**src/rtl/button_conditioner.sv**
```systemverilog
// Per-channel button conditioner: 2-flop synchroniser, stability-count debounce,
// registered rise/fall edge pulses and long-press detection with optional auto-repeat.
module button_conditioner #(
    parameter int N_CH       = 4,
    parameter int STABLE_CNT = 4,
    parameter int HOLD_CNT   = 190,
    parameter int REPEAT_CNT = 0
) (
    input  logic            clk190,
    input  logic            rst,
    input  logic [N_CH-1:0] din,
    output logic [N_CH-1:0] level,
    output logic [N_CH-1:0] rise,
    output logic [N_CH-1:0] fall,
    output logic [N_CH-1:0] long_press
);

    localparam int SW = $clog2(STABLE_CNT + 1);
    localparam int HW = $clog2(HOLD_CNT + 1);
    localparam int RW = (REPEAT_CNT > 1) ? $clog2(REPEAT_CNT) : 1;

    localparam logic [SW-1:0] STABLE_LAST = SW'(STABLE_CNT - 1);
    localparam logic [HW-1:0] HOLD_LAST   = HW'(HOLD_CNT - 1);
    localparam logic [HW-1:0] HOLD_MAX    = HW'(HOLD_CNT);
    localparam logic [RW-1:0] REP_LAST    = RW'((REPEAT_CNT > 0) ? REPEAT_CNT - 1 : 0);
    localparam logic          REP_EN      = (REPEAT_CNT > 0);

    for (genvar g = 0; g < N_CH; g++) begin : g_ch
        logic          s1_q, s2_q;
        logic          level_q, level_d;
        logic          rise_q, rise_d;
        logic          fall_q, fall_d;
        logic          lp_q, lp_d;
        logic          rep_on_q, rep_on_d;
        logic [SW-1:0] stab_q, stab_d;
        logic [HW-1:0] hold_q, hold_d;
        logic [RW-1:0] rep_q, rep_d;

        always_comb begin
            level_d  = level_q;
            stab_d   = stab_q;
            rise_d   = 1'b0;
            fall_d   = 1'b0;
            hold_d   = hold_q;
            rep_d    = rep_q;
            rep_on_d = rep_on_q;
            lp_d     = 1'b0;

            // Any sample matching the accepted level restarts the stability count.
            if (s2_q == level_q) begin
                stab_d = '0;
            end else if (stab_q == STABLE_LAST) begin
                level_d = s2_q;
                stab_d  = '0;
                rise_d  = s2_q;
                fall_d  = ~s2_q;
            end else begin
                stab_d = stab_q + SW'(1);
            end

            // Hold timing counts from the cycle after rise; a fall clears it on its own edge.
            if (!level_q || !level_d) begin
                hold_d   = '0;
                rep_d    = '0;
                rep_on_d = 1'b0;
            end else if (hold_q == HOLD_LAST) begin
                hold_d   = HOLD_MAX;
                lp_d     = 1'b1;
                rep_d    = '0;
                rep_on_d = REP_EN;
            end else if (hold_q != HOLD_MAX) begin
                hold_d = hold_q + HW'(1);
            end else if (rep_on_q) begin
                if (rep_q == REP_LAST) begin
                    rep_d = '0;
                    lp_d  = 1'b1;
                end else begin
                    rep_d = rep_q + RW'(1);
                end
            end
        end

        always_ff @(posedge clk190 or posedge rst) begin
            if (rst) begin
                s1_q     <= 1'b0;
                s2_q     <= 1'b0;
                level_q  <= 1'b0;
                rise_q   <= 1'b0;
                fall_q   <= 1'b0;
                lp_q     <= 1'b0;
                rep_on_q <= 1'b0;
                stab_q   <= '0;
                hold_q   <= '0;
                rep_q    <= '0;
            end else begin
                s1_q     <= din[g];
                s2_q     <= s1_q;
                level_q  <= level_d;
                rise_q   <= rise_d;
                fall_q   <= fall_d;
                lp_q     <= lp_d;
                rep_on_q <= rep_on_d;
                stab_q   <= stab_d;
                hold_q   <= hold_d;
                rep_q    <= rep_d;
            end
        end

        assign level[g]      = level_q;
        assign rise[g]       = rise_q;
        assign fall[g]       = fall_q;
        assign long_press[g] = lp_q;
    end

endmodule

```
**config.mk**
```make
export PLATFORM = sky130hd
export DESIGN_NAME = button_conditioner
export DESIGN_NICKNAME = d
export VERILOG_FILES = /design/src/rtl/button_conditioner.sv
export SDC_FILE = /design/constraint.sdc
export NUM_CORES = 1
export LEC_CHECK = 0
export CAP_MARGIN = 10
export CORE_MARGIN = 3
export CORE_UTILIZATION = 50
export CTS_BUF_LIST = sky130_fd_sc_hd__clkbuf_4 sky130_fd_sc_hd__clkbuf_8 sky130_fd_sc_hd__clkbuf_16
export CTS_CLUSTER_DIAMETER = 60
export DETAILED_ROUTE_END_ITERATION = 8
export PLACE_DENSITY = 0.72
export SETUP_SLACK_MARGIN = 0.15
export SYNTH_ARGS = -nofsm -noshare
export SYNTH_HDL_FRONTEND = slang
export SYNTH_SLANG_ARGS = --single-unit
```
**constraint.sdc**
```tcl
create_clock -name clk190 -period 5.4 [get_ports clk190]
set_clock_uncertainty 0.15 [all_clocks]
set_input_delay 1.62 -clock clk190 [delete_from_list [all_inputs] [get_ports clk190]]
set_output_delay 1.62 -clock clk190 [all_outputs]
set_load 0.01 [all_outputs]
```
### Yosys cells after proc, flatten, opt, wreduce, memory -nomap -nowiden

Index checks and enable logic that the tools add are counted.

* $add $sub $neg: 12
* equality and inequality tests: 20
* muxes and demuxes: 92
* bitwise operators: 4
* reductions and logical operators: 28

Operators by type and width (number)
* two-way mux 8 bit: 12
* two-way mux 1 bit: 72
* adder 8 x 1 -> 8 bit (second input constant): 4
* equality test 8 bit (second input constant): 4
* != test 8 bit (second input constant): 4
* two-way mux 3 bit: 8
* nonzero test 3 bit: 8
* adder 3 x 1 -> 3 bit (second input constant): 4
* equality test 3 x 2 -> 1 bit (second input constant): 4
* != test 3 bit (second input constant): 4
* zero test 1 bit: 8
* AND reduction 2 bit: 4
* nonzero test 2 bit: 4
* adder 1 bit (second input constant): 4
* equality test 1 bit: 4
* logical OR 1 bit: 4
* inverter 1 bit: 4

* register bits after elaboration: 76
* bits of input ports: 6
* output and inout port bits: 16
* logic and storage cells: 196

### Longest topological paths before layout

* depth after elaboration: 7
* mapped depth: 5

### Worst setup path before layout

Ideal clock, no wire load.

* kind: register -> output
* start point: register g_ch[1].level_q
* end point: output level[1]
* arrival: 569 ps
* required time: 3630 ps
* setup slack: 3061 ps
* cell stages (with the launch flop): 2
* path buffers: 1
* cell sequence: dfrtp_1 buf_4

RTL lines
* start, declared: line 30 `logic level_q, level_d;`
* start signal, assigned: line 98 `level_q <= level_d;`
* end, declared: line 12 `output logic [N_CH-1:0] level,`

No word-level cell between the ends.

### Final worst setup path

* start point: register g_ch[1].level_q
* end point: output level[1]

No word-level cell between the ends.

==> results by group <==
Pwr
  • Cell internal pwr: 0.939 mW
  • Seq pwr share: 47.7%
  • Worst VDD drop: around 0.23 mV
  • NetSw: 0.506 mW
  • Total power: 1.45 mW
  • Pleak: 1.54 nW
  • Clock power frac: 24.8%
  • Combinational group share of total power: 27.5%
  • Switch share: 35.0%
  • PD cells: around 400 nW/um2

Floorplan
  • Initial Utilization: 53.6%
  • Die area: between 7000 and 8000 um2
  • Core ar.: between 6000 and 7000 um2
  • Die boundary height: 87.0 um
  • Cell Rows: 28
  • Ports: 22
  • Die W: 87.0 um

Setup path
  • Req. time, crit path: 3.63 ns
  • Critical path's top delay family: buffers and inverters
  • Buf/Inv on CP: 1
  • Setup CP Type: register to output pin
  • Slowest CP cell: clkdlybuf4s50_1
  • Reg2reg path depth: 5
  • Worst path arrival time: 1.39 ns
  • Largest stage delay, worst path: roughly 0.58 ns
  • Setup crit end kind: output pin
  • Startpoint types: register
  • Worst r2r src: g_ch[1].hold_q[0]
  • Crit-path cells: clkdlybuf4s50_1
  • Critical-path maximum fanout: 7
  • Reg-to-reg endpoint: g_ch[1].hold_q[6]
  • R2R setup slack: 3.61 ns

Timing
  • Period utilization: 58.6%
  • Peak Freq: between 0.3 and 0.4 GHz
  • RSZ-0062 raised after global routing: false
  • Max_slew headroom: 37.6%
  • Min Tclk post-route: 3.16 ns
  • Slew @ Worst Pin: 0.935 ns
  • Setup violations, final: 0
  • Final setup TNS: 0 ns
  • Fin. Hold Viols: 0
  • Final Max Tran Viols: 0

Global route
  • Largest net degree at the start of global routing: 49
  • Initial antenna violation count: 0
  • Remaining global-route overflow: 0
  • First-pass GRT wire length: 9500 um
  • Total global-route track usage: 16.0%
  • Vias in the first global route: approximately 2,100

Clocking
  • CTS resizes: 0
  • Clk buf depth: 2
  • Hold-fix buffers, CTS: 0
  • Worst-path clk slew: 0.07 ns
  • H-tree Lvls: 3
  • Post-CTS setup buffer count: 0
  • Worst-skew pair later-pin latency: ~0.34 ns
  • Root Driver: clkbuf_8
  • CTS tree: done
  • Total CTS buffers: 9
  • Clk sink count: between 60 and 70

Logic synthesis
  • Ys flop type: dfrtp_1
  • Yosys warnings: 0
  • Synthesis-stage register bit count: 68
  • Number of synthesized flops with an enable pin: 0
  • Syn_area_per_cell: between 10 and 15 um2
  • Cells after Synth: roughly 300
  • Synth async-reset ratio: 100%
  • Syn Nets: 319
  • Seq/Total Area, Yosys: roughly 52%
  • Post-Syn Area: 3280 um2
  • Netlist cell types: 40

Run
  • Max-Cap Viols: 0

Placed design
  • Routability cong.: 0.837
  • PortBufs: 21
  • Post-DP HPWL: about 3700 um

Route
  • Total number of vias: 2,218
  • Post-DR vias/cell: 5.63
  • Drt pass-1 iters: 4
  • # DRC: 0
  • First DRT Iteration DRCs: 166
  • DR WL/cell: 13.9 um
  • Post-Route WL: approximately 5500 um
  • Antenna-violating nets left: 0

Hold path
  • Hold_sp: g_ch[2].s1_q
  • Hold path depth: 0
  • Hold Crit Endpoint: g_ch[2].s2_q
  • Type of the tightest min-delay check: register to register

Layout
  • Area Overhead vs Synth: 11.1%
  • Most common cell after layout, fill and taps aside: dfrtp_1
  • Post-layout net count: 336
  • Most frequent cells in the layout: 68 x dfrtp_1, 22 x inv_1, 21 x clkdlybuf4s50_1
  • Share of layout cells above drive strength 1: 10.7%
  • Antenna cells: 0

Status
  • Status: completed
[power groups by stage]
stage / Combinational (mW) / Clock [mW] / Sequential (mW)
after detailed placement: 0.396 / 0 / 0.699
after floorplan: 0.320 / 0 / 0.672
final: 0.397 / 0.359 / 0.690
after global placement: 0.390 / 0 / 0.695
after global routing: 0.460 / 0.394 / 0.706
after CTS: 0.398 / 0.374 / 0.690
[per-layer routing]
layer  track usage (%)  wire [um]  up-vias
met4              6.37         80        0
met3              5.20        265       10
met2              23.9       2340       47
met1              21.6       2800     1075
li1                  -          -     1086
met5                 0          0        -
[registers in the layout, indices dropped and copies added, names as in the netlist]
| name | flops |
|---|---|
| g_ch.fall_q | 4 |
| g_ch.hold_q | 32 |
| g_ch.level_q | 4 |
| g_ch.lp_q | 4 |
| g_ch.rise_q | 4 |
| g_ch.s1_q | 4 |
| g_ch.s2_q | 4 |
| g_ch.stab_q | 12 |
[cell usage after synthesis, types with 4 or more instances]
library cell	count	area, um2
nor2b_1	5	31.3
a21oi_1	20	100
xnor2_1	8	70.1
nand2_1	7	26.3
nand3_1	18	90.1
mux2_2	4	45.0
nor2_1	5	18.8
buf_4	16	120
nor4_1	6	37.5
inv_1	23	86.3
nand4b_1	4	35.0
ha_1	16	200
o31ai_1	4	30.0
o21ai_0	16	80.1
nand2b_1	10	62.6
or3_1	10	62.6
dfrtp_1	68	1700
nor3b_1	12	90.1
a31oi_1	5	31.3
xor2_1	8	70.1
nor3_1	4	20.0
[how the worst max path moves through the flow]
stage,startpoint,to,slack [ns],cells after the start
5_1_grt,g_ch[1].level_q,level[1],2.16,1
3_3_place_gp,rst,g_ch[2].stab_q[1],2.15,3
6_report,g_ch[1].level_q,level[1],2.24,1
4_1_cts,g_ch[1].level_q,level[1],2.21,1
2_1_floorplan,rst,g_ch[0].fall_q,1.92,1
3_5_place_dp,rst,g_ch[2].stab_q[1],2.12,3
[stage by stage]
| stage | hold WS (ns) | instance area [um2] | cells | setup WS (ns) | util, % |
|---|---|---|---|---|---|
| after CTS | 0.204 | 3650 | 394 | 2.21 | 59.5 |
| after floorplan | 0.181 | 3280 | 297 | 1.92 | - |
| after global placement | 0.183 | 3470 | 378 | 2.15 | 56.7 |
| after global routing | 0.209 | 3650 | 394 | 2.16 | 59.5 |
| final | 0.199 | 3650 | 394 | 2.24 | 59.5 |
| after detailed placement | 0.187 | 3470 | 378 | 2.12 | 56.7 |
[final cells by class]
| type | instances | area, um2 |
|---|---|---|
| clock buffer | 10 | 131 |
| clock inverter | 6 | 41.3 |
| fill | 521 | 2480 |
| inverter | 23 | 86.3 |
| multi-input combinational | 190 | 1380 |
| sequential | 68 | 1700 |
| tap | 75 | 93.8 |
| timing repair buffer | 22 | 218 |
[cells by family after synthesis]
family	share of synthesized area [%]
adder cells (fa/ha/maj)	6.10
multiplexers	1.37
AO/OA/AOI/OAI	10.9
buffers and inverters	6.29
XOR/XNOR	4.27
AND/OR/NAND/NOR	19.2
flip-flops	51.8
Note: power is estimated with default switching activity, not from simulation.
